<file path="src/rtl/aurora_rx_lane.sv">
// aurora_rx_lane: single-lane Aurora 64b/66b simplex receiver. It takes sync-header
// block lock with bitslip, descrambles the payload, decodes control blocks and
// reassembles frames onto an AXI-Stream master.
// Latency: a block sampled at edge N appears on m_axi_* after edge N+1, so it is seen at
// edge N+2. The status pulses (slip, soft_err, hard_err) and the levels (rx_aligned,
// rx_verified) are registered at edge N.
// Backpressure: none. The AXI master has no ready input, and input gaps are signalled by
// data_in_valid=0.
// Ports: clk/rst (async active-high); data_in_valid/data_in from the gearbox; slip to the
//   gearbox; rx_aligned/rx_verified/hard_err/soft_err status; m_axi_valid/last/data/keep.
module aurora_rx_lane #(
  parameter int LOCK_CNT   = 64,
  parameter int ERR_WIN    = 64,
  parameter int ERR_MAX    = 16,
  parameter int SLIP_WAIT  = 32,
  parameter int VERIFY_CNT = 32
) (
  input  logic        clk,
  input  logic        rst,
  input  logic        data_in_valid,
  input  logic [65:0] data_in,
  output logic        slip,
  output logic        rx_aligned,
  output logic        rx_verified,
  output logic        hard_err,
  output logic        soft_err,
  output logic        m_axi_valid,
  output logic        m_axi_last,
  output logic [63:0] m_axi_data,
  output logic [7:0]  m_axi_keep
);

  localparam logic [15:0] LOCK_V = 16'(LOCK_CNT);
  localparam logic [15:0] WIN_L  = 16'(ERR_WIN - 1);
  localparam logic [15:0] ERR_V  = 16'(ERR_MAX);
  localparam logic [15:0] SLIP_L = 16'(SLIP_WAIT - 1);
  localparam logic [15:0] VER_V  = 16'(VERIFY_CNT);

  typedef enum logic [1:0] {HUNT, SLIP, LOCKED} state_t;
  state_t state, state_nx;

  logic [15:0] good_cnt, slip_cnt, hdr_cnt, bad_cnt, idle_cnt;
  logic [57:0] scr_state, scr_nx;
  logic [63:0] pay;

  // Self-synchronous descrambler. It unrolls over the 64 payload bits, LSB first.
  // The state takes in the scrambled (received) bit, so s[0] is the most recent bit.
  always_comb begin
    logic [57:0] s;
    logic        b;
    s   = scr_state;
    pay = '0;
    for (int i = 0; i < 64; i++) begin
      b      = data_in[i+2];
      pay[i] = b ^ s[57] ^ s[38];
      s      = {s[56:0], b};
    end
    scr_nx = s;
  end

  logic       hdr_ok, is_ctrl, is_data, locked_blk;
  logic       is_idle, is_sep, is_sep7, sep_bad;
  logic [2:0] sep_n;
  assign hdr_ok     = (data_in[1:0] == 2'b01) || (data_in[1:0] == 2'b10);
  assign is_data    = data_in[1:0] == 2'b01;
  assign is_ctrl    = data_in[1:0] == 2'b10;
  assign locked_blk = data_in_valid && (state == LOCKED);
  assign sep_n      = pay[10:8];
  assign is_idle    = is_ctrl && pay[7:0] == 8'h78;
  assign is_sep     = is_ctrl && pay[7:0] == 8'h1E;
  assign is_sep7    = is_ctrl && pay[7:0] == 8'hE1;
  assign sep_bad    = is_sep && sep_n > 3'd6;

  // Lock FSM next state. SLIP counts clock cycles and does not count blocks.
  logic slip_p, gain, lose;
  always_comb begin
    state_nx = state;
    slip_p   = 1'b0;
    gain     = 1'b0;
    lose     = 1'b0;
    case (state)
      HUNT: if (data_in_valid) begin
        if (!hdr_ok) begin
          state_nx = SLIP;
          slip_p   = 1'b1;
        end else if (good_cnt + 16'd1 == LOCK_V) begin
          state_nx = LOCKED;
          gain     = 1'b1;
        end
      end
      SLIP: if (slip_cnt == SLIP_L) state_nx = HUNT;
      LOCKED: if (data_in_valid && !hdr_ok && bad_cnt + 16'd1 == ERR_V) begin
        state_nx = HUNT;
        lose     = 1'b1;
      end
      default: state_nx = HUNT;
    endcase
  end

  always_ff @(posedge clk or posedge rst) begin
    if (rst) state <= HUNT;
    else     state <= state_nx;
  end

  // Counters. Each one is held at zero outside the state that uses it, so every
  // state is entered with fresh counts.
  always_ff @(posedge clk or posedge rst) begin
    if (rst) begin
      good_cnt  <= '0;
      slip_cnt  <= '0;
      hdr_cnt   <= '0;
      bad_cnt   <= '0;
      idle_cnt  <= '0;
      scr_state <= '0;
    end else begin
      if (data_in_valid) scr_state <= scr_nx;

      if (state != HUNT)            good_cnt <= '0;
      else if (data_in_valid)       good_cnt <= (!hdr_ok || gain) ? 16'd0 : good_cnt + 16'd1;

      slip_cnt <= (state == SLIP) ? slip_cnt + 16'd1 : 16'd0;

      if (state != LOCKED) begin
        hdr_cnt <= '0;
        bad_cnt <= '0;
      end else if (data_in_valid) begin
        if (hdr_cnt == WIN_L) begin
          hdr_cnt <= '0;
          bad_cnt <= '0;
        end else begin
          hdr_cnt <= hdr_cnt + 16'd1;
          bad_cnt <= bad_cnt + {15'd0, !hdr_ok};
        end
      end

      if (state != LOCKED)                idle_cnt <= '0;
      else if (data_in_valid && !rx_verified)
        idle_cnt <= (hdr_ok && is_idle) ? idle_cnt + 16'd1 : 16'd0;
    end
  end

  // Status outputs.
  always_ff @(posedge clk or posedge rst) begin
    if (rst) begin
      slip        <= 1'b0;
      hard_err    <= 1'b0;
      soft_err    <= 1'b0;
      rx_aligned  <= 1'b0;
      rx_verified <= 1'b0;
    end else begin
      slip     <= slip_p;
      hard_err <= lose;
      soft_err <= locked_blk &&
                  (!hdr_ok || (is_ctrl && !is_idle && !is_sep && !is_sep7) || sep_bad);
      if (gain)      rx_aligned <= 1'b1;
      else if (lose) rx_aligned <= 1'b0;
      if (lose)
        rx_verified <= 1'b0;
      else if (locked_blk && hdr_ok && is_idle && !rx_verified && idle_cnt + 16'd1 == VER_V)
        rx_verified <= 1'b1;
    end
  end

  // Beat decode, first pipeline stage.
  logic        beat_vld, beat_last;
  logic [63:0] beat_data, sep_mask;
  logic [7:0]  beat_keep, sep_keep;
  always_comb begin
    sep_keep = (8'd1 << sep_n) - 8'd1;
    sep_mask = '0;
    for (int k = 0; k < 8; k++) sep_mask[8*k +: 8] = {8{sep_keep[k]}};
    beat_vld  = 1'b0;
    beat_last = 1'b0;
    beat_data = '0;
    beat_keep = '0;
    if (locked_blk && is_data) begin
      beat_vld  = 1'b1;
      beat_data = pay;
      beat_keep = 8'hFF;
    end else if (locked_blk && is_sep && !sep_bad) begin
      beat_vld  = 1'b1;
      beat_last = 1'b1;
      beat_data = (pay >> 16) & sep_mask;
      beat_keep = sep_keep;
    end else if (locked_blk && is_sep7) begin
      beat_vld  = 1'b1;
      beat_last = 1'b1;
      beat_data = pay >> 8;
      beat_keep = 8'h7F;
    end
  end

  logic        s1_vld, s1_last;
  logic [63:0] s1_data;
  logic [7:0]  s1_keep;
  always_ff @(posedge clk or posedge rst) begin
    if (rst) begin
      s1_vld      <= 1'b0;
      s1_last     <= 1'b0;
      s1_data     <= '0;
      s1_keep     <= '0;
      m_axi_valid <= 1'b0;
      m_axi_last  <= 1'b0;
      m_axi_data  <= '0;
      m_axi_keep  <= '0;
    end else begin
      s1_vld      <= beat_vld;
      s1_last     <= beat_last;
      s1_data     <= beat_data;
      s1_keep     <= beat_keep;
      m_axi_valid <= s1_vld;
      m_axi_last  <= s1_last;
      m_axi_data  <= s1_data;
      m_axi_keep  <= s1_keep;
    end
  end

endmodule

</file>
<file path="config.mk">
export PLATFORM = sky130hd
export DESIGN_NAME = aurora_rx_lane
export DESIGN_NICKNAME = d
export VERILOG_FILES = /design/src/rtl/aurora_rx_lane.sv
export SDC_FILE = /design/constraint.sdc
export NUM_CORES = 1
export LEC_CHECK = 0
export ABC_CLOCK_PERIOD_IN_PS = 22100
export CORE_MARGIN = 10
export CORE_UTILIZATION = 50
export DETAILED_ROUTE_END_ITERATION = 6
export PLACE_DENSITY_LB_ADDON = 0.1
export SLEW_MARGIN = 20
export SYNTH_ARGS = -nofsm -noshare
export SYNTH_HDL_FRONTEND = slang
export SYNTH_SLANG_ARGS = --single-unit
</file>
<file path="constraint.sdc">
create_clock -name clk -period 22.1 [get_ports clk]
set_clock_uncertainty 0.05 [all_clocks]
set_input_delay 4.42 -clock clk [delete_from_list [all_inputs] [get_ports clk]]
set_output_delay 4.42 -clock clk [all_outputs]
set_load 0.01 [all_outputs]
</file>
==> flow_metrics.tcl <==
set metrics [dict create \
    root_buffer "clkbuf_16" \
    rr_worst_depth 7 \
    synth-simple-area-share_pct 13.03 \
    yosysTopAreaCell "dfrtp_1" \
    synth_top_area_share_pct 56.00 \
    cts_tree "built" \
    critPathLaunchType "primary input" \
    total_power_mw 1.288 \
    fin_crit_sh_pct 31.99 \
    cp.arrival_ns 7.47 \
    synthMuxAreaShare_pct 5.065 \
    drc 0 \
    synth-xor-area-share_pct 10.57 \
    p_per_area_nw_per_um2 80.53 \
    worst_slew_pin_slew_ns 1.111 \
    cp.required_ns 22.50 \
    die_w_um 181.8 \
    finalHoldViolCount 0 \
    rsz0062_at_grt "false" \
    clkSlewWorstSetupHoldPaths_ns 0.07 \
    stdcell_area_um2 16000 \
    postLayoutCoreUtil_pct 61.74 \
    clk_latency_ns 0.56 \
    start_util_pct 50.53 \
    leakage_nw 6.896 \
    fin_tns_setup_ns 0 \
    area_growth_pct 22.19 \
    holdPathStages 0 \
    synth_most_common_cell "dfrtp_1" \
    relSlewSlack_pct 25.91 \
    rows 59 \
    antenna_found_initial 0 \
    irDropWorstVdd_mv 0.06072 \
    synth_top_family_by_area "simple AND/OR/NAND/NOR gates" \
    hpwl_mm 23.96 \
    wire_per_inst_um 19.70 \
    crit_path_end_kind "flop" \
    dieHeight_um 181.8 \
    place_area_um2 14860 \
    status "finished, final reports clean" \
    ys_seq_area_share_pct 56.00 \
    dieArea_um2 33060 \
    track_usage_pct 19.60 \
    fmax_ghz 0.1415 \
    ant_nets 0 \
    yosys.area_share.adder_pct 0.9557 \
    stdcell_count 1694 \
    gp_congestion 0.8909 \
    grt_pass1_vias 9504 \
    worstHoldPathType "flop to flop" \
    crit_fanout 80 \
    dr.pass1.iters 5 \
    ctsHoldBuffers 0 \
    ys.flop_type "dfrtp_1" \
    grt_overflow 0 \
    synth_edf_count 0 \
    grt_first_pass_wirelength_mm 53.09 \
    ys_warn_count 0 \
    ctsResizeCount 0 \
    synth_compound_area_share_pct 12.05 \
    syn_inst 1197 \
    syn_area_per_cell_um2 10.94 \
    post_cts_buffers 0 \
    ioPinCount 148 \
    via_per_inst 5.666 \
    vias 9598 \
    synth_nets 1276 \
    cap_viol_max_count 0 \
    cts_made_buffers 31 \
    routed_wl_mm 33.37 \
    ys_types 64 \
    netlist_top_cells_count "293 x dfrtp_1, 140 x o21ai_0, 94 x nand2_1" \
    final_layout_size_suffix_gt1_share_pct 10.30 \
    cts_buffer_depth 3 \
    period_minus_slack_ns 7.070 \
    htree_num_levels 1 \
    critical_path_class "primary input to flop" \
    setup_viol 0 \
    slew_viol_final 0 \
    synthArstFlopShare_pct 100.0 \
    placedCellCount 1636 \
    grt_max_degree 194 \
    synth_seq_cells 293 \
    core_um2 25910 \
    io_buffers 147 \
    first_iter_violations 715 \
    netlist_area_um2 13090 \
    diodes 0 \
    cts_sinks 293 \
    finalNetCount 1414 \
    synth_area_leaders "dfrtp_1 56%, xnor2_1 6.0%, o21ai_0 5.4%" \
]
-- state kept, by name (all words and copies together) (netlist names), 2 cells and up --
name / cells
m_axi_data: 64
s1_data: 64
scr_state: 58
bad_cnt: 16
good_cnt: 16
hdr_cnt: 16
idle_cnt: 16
slip_cnt: 16
m_axi_keep: 8
s1_keep: 8
state: 2
-- through the flow --
step	setup WS, ns	hold WS [ns]
2_1_floorplan	9.539	0.2812
3_3_place_gp	14.65	0.2817
3_5_place_dp	14.53	0.2847
4_1_cts	15.11	0.2936
5_1_grt	14.81	0.2976
6_report	15.03	0.2920
-- worst max-delay path: stages --
cell and delay, ns:
clkdlybuf4s50_1 0.49, inv_1 0.05, ha_1 0.22, nand3_2 0.08, buf_4 0.61, inv_1 0.57
nor2_1 0.38, nand3_1 0.34, o221ai_1 0.28
-- layout by cell type (no fill, tap or decap), types with 8 or more instances in the layout --
master,instances
and3_1,16
o21ai_0,140
o221ai_1,10
xnor2_1,90
nor2_1,78
o22a_1,16
xor2_1,68
clkbuf_16,31
a21oi_1,20
a31oi_1,22
nor3_1,17
nor4_1,11
clkinvlp_4,8
ha_1,10
clkdlybuf4s50_1,146
o31ai_1,13
inv_1,25
or3_1,16
nand3_1,48
nand4_1,23
dfrtp_1,293
mux2_2,58
nand2_1,94
-- final cells by class --
cell class	instances	area [um^2]
Fill cell	2077	9913
Inverter	26	105.1
Multi-Input combinational cell	829	5483
Clock inverter	22	302.8
Tap cell	335	419.2
Timing Repair Buffer	154	1535
Clock buffer	35	820.8
Sequential cell	293	7332
-- final timing paths --
kind,from,endpoint,slack (ns)
min in group asynchronous,rst,good_cnt[7],4.31
max,data_in[1],s1_data[26],15.03
min,s1_data[3],m_axi_data[3],0.29
max reg2reg,state[1],s1_data[26],18.88
max in group asynchronous,rst,scr_state[35],16.22
min reg2reg,s1_data[3],m_axi_data[3],0.29
-- kinds of logic (layout without fill, tap and decap cells) --
group                      count (synthesis)  after routing
and+or+nand+nor                          343            343
adders and majority gates                 10             10
AOI/OAI and AO/OA                        259            259
DFF                                      293            293
xor gates and xnor gates                 158            158
muxes                                     59             59
buffers and inverters                     75            237
-- report_power, final --
group | switching [mW] | total (mW) | internal [mW]
Sequential | 0.0170 | 0.570 | 0.553
Clock | 0.222 | 0.561 | 0.339
Combinational | 0.0986 | 0.158 | 0.0589
Total | 0.338 | 1.29 | 0.951
-- per-layer routing --
metal | global-route usage (%) | up-vias | wire [um]
li1 | - | 4493 | -
met5 | 0 | - | 0
met3 | 3.797 | 50 | 2286
met1 | 28.86 | 4749 | 15800
met4 | 4.621 | 0 | 624
met2 | 29.15 | 306 | 14660
Note: power is estimated with default switching activity, not from simulation.
